**src/rtl/cfg_image_loader_if.sv**
```systemverilog
// Image-memory read port and fabric configuration write port of cfg_image_loader.
// master = loader side, slave = image memory / fabric side.
interface cfg_image_loader_if #(
    parameter int ADDR_W = 8
);
    logic              img_rd;
    logic [ADDR_W-1:0] img_addr;
    logic [31:0]       img_data;
    logic              cfg_we;
    logic              cfg_type;
    logic [7:0]        cfg_index;
    logic [32:0]       cfg_data;

    modport master (
        output img_rd, img_addr, cfg_we, cfg_type, cfg_index, cfg_data,
        input  img_data
    );

    modport slave (
        input  img_rd, img_addr, cfg_we, cfg_type, cfg_index, cfg_data,
        output img_data
    );
endinterface

```
**src/rtl/cfg_image_loader.sv**
```systemverilog
// Walks a configuration image (descriptor/payload pairs, END-terminated) and issues LUT / switch-block
// configuration write strobes. Optional macro CFG_CHECKSUM_EN adds an XOR checksum word after END.
module cfg_image_loader #(
    parameter int ADDR_W  = 8,
    parameter int NUM_LUT = 24,
    parameter int NUM_SW  = 17
) (
    input  logic                clock,
    input  logic                reset_n,
    input  logic                start,
    cfg_image_loader_if.master  bus,
    output logic                busy,
    output logic                done,
    output logic                error,
    output logic [1:0]          err_code,
    output logic [7:0]          entry_count
);

    typedef enum logic [3:0] {
        IDLE,
        RD_DESC,
        WAIT_DESC,
        RD_PAY,
        WAIT_PAY,
        WRITE,
`ifdef CFG_CHECKSUM_EN
        RD_SUM,
        WAIT_SUM,
`endif
        FINISH,
        ERROR
    } state_t;

    localparam logic [ADDR_W-1:0] ADDR_LAST = '1;
    localparam logic [7:0]        LUT_LIMIT = 8'(NUM_LUT);
    localparam logic [7:0]        SW_LIMIT  = 8'(NUM_SW);
    localparam logic [1:0]        TYPE_LUT  = 2'b00;
    localparam logic [1:0]        TYPE_SW   = 2'b01;
    localparam logic [1:0]        TYPE_RSV  = 2'b10;
    localparam logic [1:0]        TYPE_END  = 2'b11;

    state_t      state_reg;
    logic        desc_type_reg;
    logic [7:0]  desc_index_reg;
    logic [1:0]  pend_code_reg;
`ifdef CFG_CHECKSUM_EN
    logic [31:0] sum_reg;
`endif

    logic [1:0]  desc_kind;
    logic [7:0]  desc_idx;
    logic        desc_bad;
    logic        addr_at_last;

    assign desc_kind    = bus.img_data[31:30];
    assign desc_idx     = bus.img_data[7:0];
    assign desc_bad     = (desc_kind == TYPE_RSV)
                       || ((desc_kind == TYPE_LUT) && (desc_idx >= LUT_LIMIT))
                       || ((desc_kind == TYPE_SW)  && (desc_idx >= SW_LIMIT));
    assign addr_at_last = (bus.img_addr == ADDR_LAST);

    always_ff @(posedge clock or negedge reset_n) begin
        if (!reset_n) begin
            state_reg      <= IDLE;
            desc_type_reg  <= 1'b0;
            desc_index_reg <= 8'd0;
            pend_code_reg  <= 2'b00;
`ifdef CFG_CHECKSUM_EN
            sum_reg        <= 32'd0;
`endif
            bus.img_rd     <= 1'b0;
            bus.img_addr   <= '0;
            bus.cfg_we     <= 1'b0;
            bus.cfg_type   <= 1'b0;
            bus.cfg_index  <= 8'd0;
            bus.cfg_data   <= 33'd0;
            busy           <= 1'b0;
            done           <= 1'b0;
            error          <= 1'b0;
            err_code       <= 2'b00;
            entry_count    <= 8'd0;
        end else begin
            // Strobes are single-cycle; only the transitions below re-assert them.
            bus.img_rd <= 1'b0;
            bus.cfg_we <= 1'b0;

            case (state_reg)
                IDLE: begin
                    if (start) begin
                        done         <= 1'b0;
                        error        <= 1'b0;
                        err_code     <= 2'b00;
                        entry_count  <= 8'd0;
                        bus.img_addr <= '0;
                        busy         <= 1'b1;
                        bus.img_rd   <= 1'b1;
`ifdef CFG_CHECKSUM_EN
                        sum_reg      <= 32'd0;
`endif
                        state_reg    <= RD_DESC;
                    end
                end

                RD_DESC: state_reg <= WAIT_DESC;

                WAIT_DESC: begin
                    if (desc_kind == TYPE_END) begin
`ifdef CFG_CHECKSUM_EN
                        if (addr_at_last) begin
                            pend_code_reg <= 2'b10;
                            state_reg     <= ERROR;
                        end else begin
                            bus.img_addr  <= bus.img_addr + 1'b1;
                            bus.img_rd    <= 1'b1;
                            state_reg     <= RD_SUM;
                        end
`else
                        state_reg <= FINISH;
`endif
                    end else if (desc_bad) begin
                        pend_code_reg <= 2'b01;
                        state_reg     <= ERROR;
                    end else if (addr_at_last) begin
                        pend_code_reg <= 2'b10;
                        state_reg     <= ERROR;
                    end else begin
                        desc_type_reg  <= desc_kind[0];
                        desc_index_reg <= desc_idx;
                        bus.img_addr   <= bus.img_addr + 1'b1;
                        bus.img_rd     <= 1'b1;
                        state_reg      <= RD_PAY;
                    end
                end

                RD_PAY: state_reg <= WAIT_PAY;

                WAIT_PAY: begin
                    // Target fields change only here, so they stay stable between strobes.
                    bus.cfg_type  <= desc_type_reg;
                    bus.cfg_index <= desc_index_reg;
                    bus.cfg_data  <= {1'b0, bus.img_data};
                    bus.cfg_we    <= 1'b1;
`ifdef CFG_CHECKSUM_EN
                    sum_reg       <= sum_reg ^ bus.img_data;
`endif
                    state_reg     <= WRITE;
                end

                WRITE: begin
                    if (entry_count != 8'hFF) begin
                        entry_count <= entry_count + 8'd1;
                    end
                    if (addr_at_last) begin
                        pend_code_reg <= 2'b10;
                        state_reg     <= ERROR;
                    end else begin
                        bus.img_addr  <= bus.img_addr + 1'b1;
                        bus.img_rd    <= 1'b1;
                        state_reg     <= RD_DESC;
                    end
                end

`ifdef CFG_CHECKSUM_EN
                RD_SUM: state_reg <= WAIT_SUM;

                WAIT_SUM: begin
                    if (bus.img_data == sum_reg) begin
                        state_reg <= FINISH;
                    end else begin
                        pend_code_reg <= 2'b11;
                        state_reg     <= ERROR;
                    end
                end
`endif

                FINISH: begin
                    done      <= 1'b1;
                    busy      <= 1'b0;
                    state_reg <= IDLE;
                end

                ERROR: begin
                    error     <= 1'b1;
                    err_code  <= pend_code_reg;
                    busy      <= 1'b0;
                    state_reg <= IDLE;
                end

                default: begin
                    busy      <= 1'b0;
                    state_reg <= IDLE;
                end
            endcase
        end
    end

endmodule

```
**src/flat_wrapper.sv**
```systemverilog
// flat-port wrapper written by rule: the top's interface ports become plain ports
module cfg_image_loader_flat 
#(
    parameter int ADDR_W  = 8,
    parameter int NUM_LUT = 24,
    parameter int NUM_SW  = 17
)
  (clock, reset_n, start, busy, done, error, err_code, entry_count, bus_img_rd, bus_img_addr, bus_cfg_we, bus_cfg_type, bus_cfg_index, bus_cfg_data, bus_img_data);
  cfg_image_loader_if #(.ADDR_W(ADDR_W)) bus_i ();
  input  logic clock;
  input  logic reset_n;
  input  logic start;
  output logic busy;
  output logic done;
  output logic error;
  output logic [1:0] err_code;
  output logic [7:0] entry_count;
  output wire logic [$bits(bus_i.img_rd)-1:0] bus_img_rd;
  output wire logic [$bits(bus_i.img_addr)-1:0] bus_img_addr;
  output wire logic [$bits(bus_i.cfg_we)-1:0] bus_cfg_we;
  output wire logic [$bits(bus_i.cfg_type)-1:0] bus_cfg_type;
  output wire logic [$bits(bus_i.cfg_index)-1:0] bus_cfg_index;
  output wire logic [$bits(bus_i.cfg_data)-1:0] bus_cfg_data;
  input wire logic [$bits(bus_i.img_data)-1:0] bus_img_data;
  assign bus_img_rd = bus_i.img_rd;
  assign bus_img_addr = bus_i.img_addr;
  assign bus_cfg_we = bus_i.cfg_we;
  assign bus_cfg_type = bus_i.cfg_type;
  assign bus_cfg_index = bus_i.cfg_index;
  assign bus_cfg_data = bus_i.cfg_data;
  assign bus_i.img_data = bus_img_data;
  cfg_image_loader #(.ADDR_W(ADDR_W), .NUM_LUT(NUM_LUT), .NUM_SW(NUM_SW)) u_core (.clock(clock), .reset_n(reset_n), .start(start), .bus(bus_i), .busy(busy), .done(done), .error(error), .err_code(err_code), .entry_count(entry_count));
endmodule
```
**config.mk**
```make
export PLATFORM = sky130hd
export DESIGN_NAME = cfg_image_loader_flat
export DESIGN_NICKNAME = d
export VERILOG_FILES = /design/src/rtl/cfg_image_loader_if.sv /design/src/rtl/cfg_image_loader.sv /design/src/flat_wrapper.sv
export SDC_FILE = /design/constraint.sdc
export NUM_CORES = 1
export LEC_CHECK = 0
export CAP_MARGIN = 10
export CORE_MARGIN = 3
export CORE_UTILIZATION = 42
export DETAILED_ROUTE_END_ITERATION = 12
export GPL_TIMING_DRIVEN = 1
export PLACE_DENSITY = 0.83
export SKIP_LAST_GASP = 1
export SYNTH_ARGS = -nofsm -noshare
export SYNTH_HDL_FRONTEND = slang
export SYNTH_SLANG_ARGS = --single-unit
```
**constraint.sdc**
```tcl
create_clock -name clock -period 1.8 [get_ports clock]
set_input_delay 0.36 -clock clock [delete_from_list [all_inputs] [get_ports clock]]
set_output_delay 0.36 -clock clock [all_outputs]
set_load 0.005 [all_outputs]
```
==> impl_metrics.json <==
{
  "outcome": "complete, no violations",
  "grt_max_degree": 32,
  "synth_ff_type": "dfrtp_1",
  "crit_path_max_incr_delay_ns": 0.51,
  "final_cell_count_no_fill": 509,
  "ant_nets": 0,
  "finalWirelength_mm": 7.81,
  "antenna_cells": 0,
  "drive_above_1_share_pct": 20.0,
  "port_buffers": 98,
  "vdd.ir_drop.worst_mv": 0.680,
  "synth_area_leaders": "dfrtp_1, mux2_1, nand2_1",
  "num_vias": 2589,
  "clk_latency_ns": 0.34,
  "dp_hpwl_mm": 5.67,
  "syn_area_per_cell_um2": 12.6,
  "syn2layout_area_growth_pct": 51.8,
  "clkSinkCount": 78,
  "clkTransAtPathRegs_ns": 0.08,
  "nets": 443,
  "dp_cells": 488,
  "fp.coreArea_um2": 7490,
  "drv_cap": 0,
  "crit_family": "buffers and inverters",
  "crit_path_top_delay_cell": "clkdlybuf4s50_1",
  "netlist-cell-type-count": 45,
  "pin_count": 100,
  "antenna_found_initial": 0,
  "die_y_um": 95.2,
  "layout_setup_ws_ns": 0.0221,
  "yosys-top-cells-count": "dfrtp_1, mux2_1, nand2_1, nor2_1, o21ai_1",
  "cts_root_buffer": "clkbuf_8",
  "num_rows": 31,
  "dr.pass1.iters": 6,
  "hold_path_class": "in -> reg",
  "crit_type": "reg -> out",
  "worst_ep_required_time_ns": 1.44,
  "grt_pass1_wl_mm": 12.8,
  "ys_seq_area_share_pct": 58.4,
  "syn_nets": 301,
  "worstPathCellList": "buf_4, clkdlybuf4s50_1",
  "synthArstFlopShare_pct": 100,
  "dieArea_um2": 9060,
  "clock_skew_ns": 0.00979,
  "drc": 0,
  "start_kind": "flip-flop",
  "syn_area_um2": 3340,
  "synth-seq-cells": 78,
  "holdWs_ns": 0.311,
  "ys_warn_count": 0,
  "viasPerCell": 5.09,
  "synth-edff-count": 0,
  "largest-register": "u_core.bus.cfg_data",
  "grt_overflow": 0,
  "cts_buffers": 9,
  "initial_utilization_pct": 44.6,
  "finalHoldViolCount": 0,
  "critPathBufInv": 2,
  "power_density_nw_per_um2": 1350,
  "cp.arrival_ns": 1.42,
  "wl_per_cell_um": 15.4,
  "grt_pass1_vias": 2689,
  "fin_crit_sh_pct": 98.8,
  "endpoint_kind": "primary output",
  "drv_slew": 0,
  "path_max_fanout": 5,
  "max_freq_mhz": 562,
  "grt_usage_pct": 17.8,
  "yosysTopAreaCell": "dfrtp_1",
  "yosysTopAreaCellShare_pct": 58.4,
  "fin_crit_ns": 1.78,
  "largest_reg_flops": 32,
  "setup_violations": 0,
  "rsz0062_at_grt": "true",
  "synth_cells": 264,
  "clock_path_buffers": 2,
  "h-tree-depth": 3,
  "cts_tree": "done",
  "gp_congestion": 0.771,
  "drtIter0Drc": 80,
  "yosysMostFrequentCell": "dfrtp_1",
  "leakagePower_nw": 2.27,
  "die_width_um": 95.2,
  "dp_slack_ns": -0.522
}
-- layout by cell type (no fill, tap or decap), drive strengths merged, types with 2 or more instances in the layout --
cell type      count
xor2               2
o22ai              6
inv                3
clkbuf            11
nor3               3
nand3              8
buf               45
dlygate4sd2        3
clkinv             3
nor2              17
ha                 2
and3               3
o21ai             11
nand4              4
a21oi             10
xnor2              2
nor2b              6
nand2             21
nor3b              2
mux2              47
clkdlybuf4s50     89
o31ai              2
mux2i              2
a22o               6
dfrtp             78
dlymetal6s2s       5
-- layer usage --
metal	GRT usage (%)	part of all wire, %	vias up	wire [um]
met5	0	0	-	0
met1	21.3	42	1281	3290
met2	31.2	50	73	3910
met4	5.41	1.0	0	80
li1	-	-	1227	-
met3	4.97	6.8	8	528
-- cell families (layout without fill, tap and decap cells) --
logic type / count (synthesis) / after routing / share of synthesized area (%)
AO/OA/AOI/OAI: 39 / 39 / 7.72
XOR/XNOR: 4 / 4 / 1.05
adder cells (fa/ha/maj): 2 / 2 / 0.749
buffers and inverters: 16 / 162 / 2.96
flip-flops: 78 / 78 / 58.4
multiplexers: 49 / 49 / 16.4
other: 1 / 1 / 0.112
AND/OR/NAND/NOR: 75 / 75 / 12.5
-- per-stage QoR --
step / util, % / area [um2] / power, mW / setup TNS [ns]
2_1_floorplan: - / 3340 / 3.89 / 0
6_report: 67.7 / 5070 / 6.86 / 0
4_1_cts: 66.1 / 4950 / 6.89 / 0
5_1_grt: 67.7 / 5070 / 7.34 / -0.250
3_3_place_gp: 62.7 / 4700 / 5.40 / -8.38
3_5_place_dp: 62.7 / 4700 / 5.52 / -8.85
-- path summary, 6_finish.rpt --
check	start	to	slack, ns	cells past startpoint
worst max register to register	u_core.state_reg[0]	u_core.desc_index_reg[3]	0.05	6
worst min-delay path	bus_img_data[7]	u_core.bus.cfg_data[7]	0.31	2
worst max-delay path	u_core.bus.img_addr[2]	bus_img_addr[2]	0.02	2
worst min register to register	u_core.busy	u_core.busy	0.48	2
max in group asynchronous	reset_n	u_core.bus.cfg_data[8]	0.76	3
min in group asynchronous	reset_n	u_core.entry_count[6]	0.50	2
-- where the power goes --
| part | leakage [nW] | switching, mW | internal (mW) | total, mW |
|---|---|---|---|---|
| Clock | 0.0983 | 0.625 | 0.673 | 1.30 |
| Combinational | 1.18 | 1.11 | 1.79 | 2.90 |
| Sequential | 0.993 | 0.327 | 2.34 | 2.66 |
-- what timing repair did --
item / in CTS / in global routing
hold endpoints to repair: 28 / 0
endpoints found under the setup margin: 15 / 17
pin swaps: 4 / 9
hold buffers: 1 / 0
gates cloned: 1 / 1
buffers inserted: 2 / 1
resized for setup: 8 / 24
-- area by class of cell --
cell class                      instances  area (um2)
Inverter                                3        11.3
Clock inverter                          5        60.1
Multi-Input combinational cell        170        1370
Timing Repair Buffer                  144        1410
Fill cell                             544        2420
Sequential cell                        78        1950
Clock buffer                           10         138
Tap cell                               99         124
Note: power is estimated with default switching activity, not from simulation.
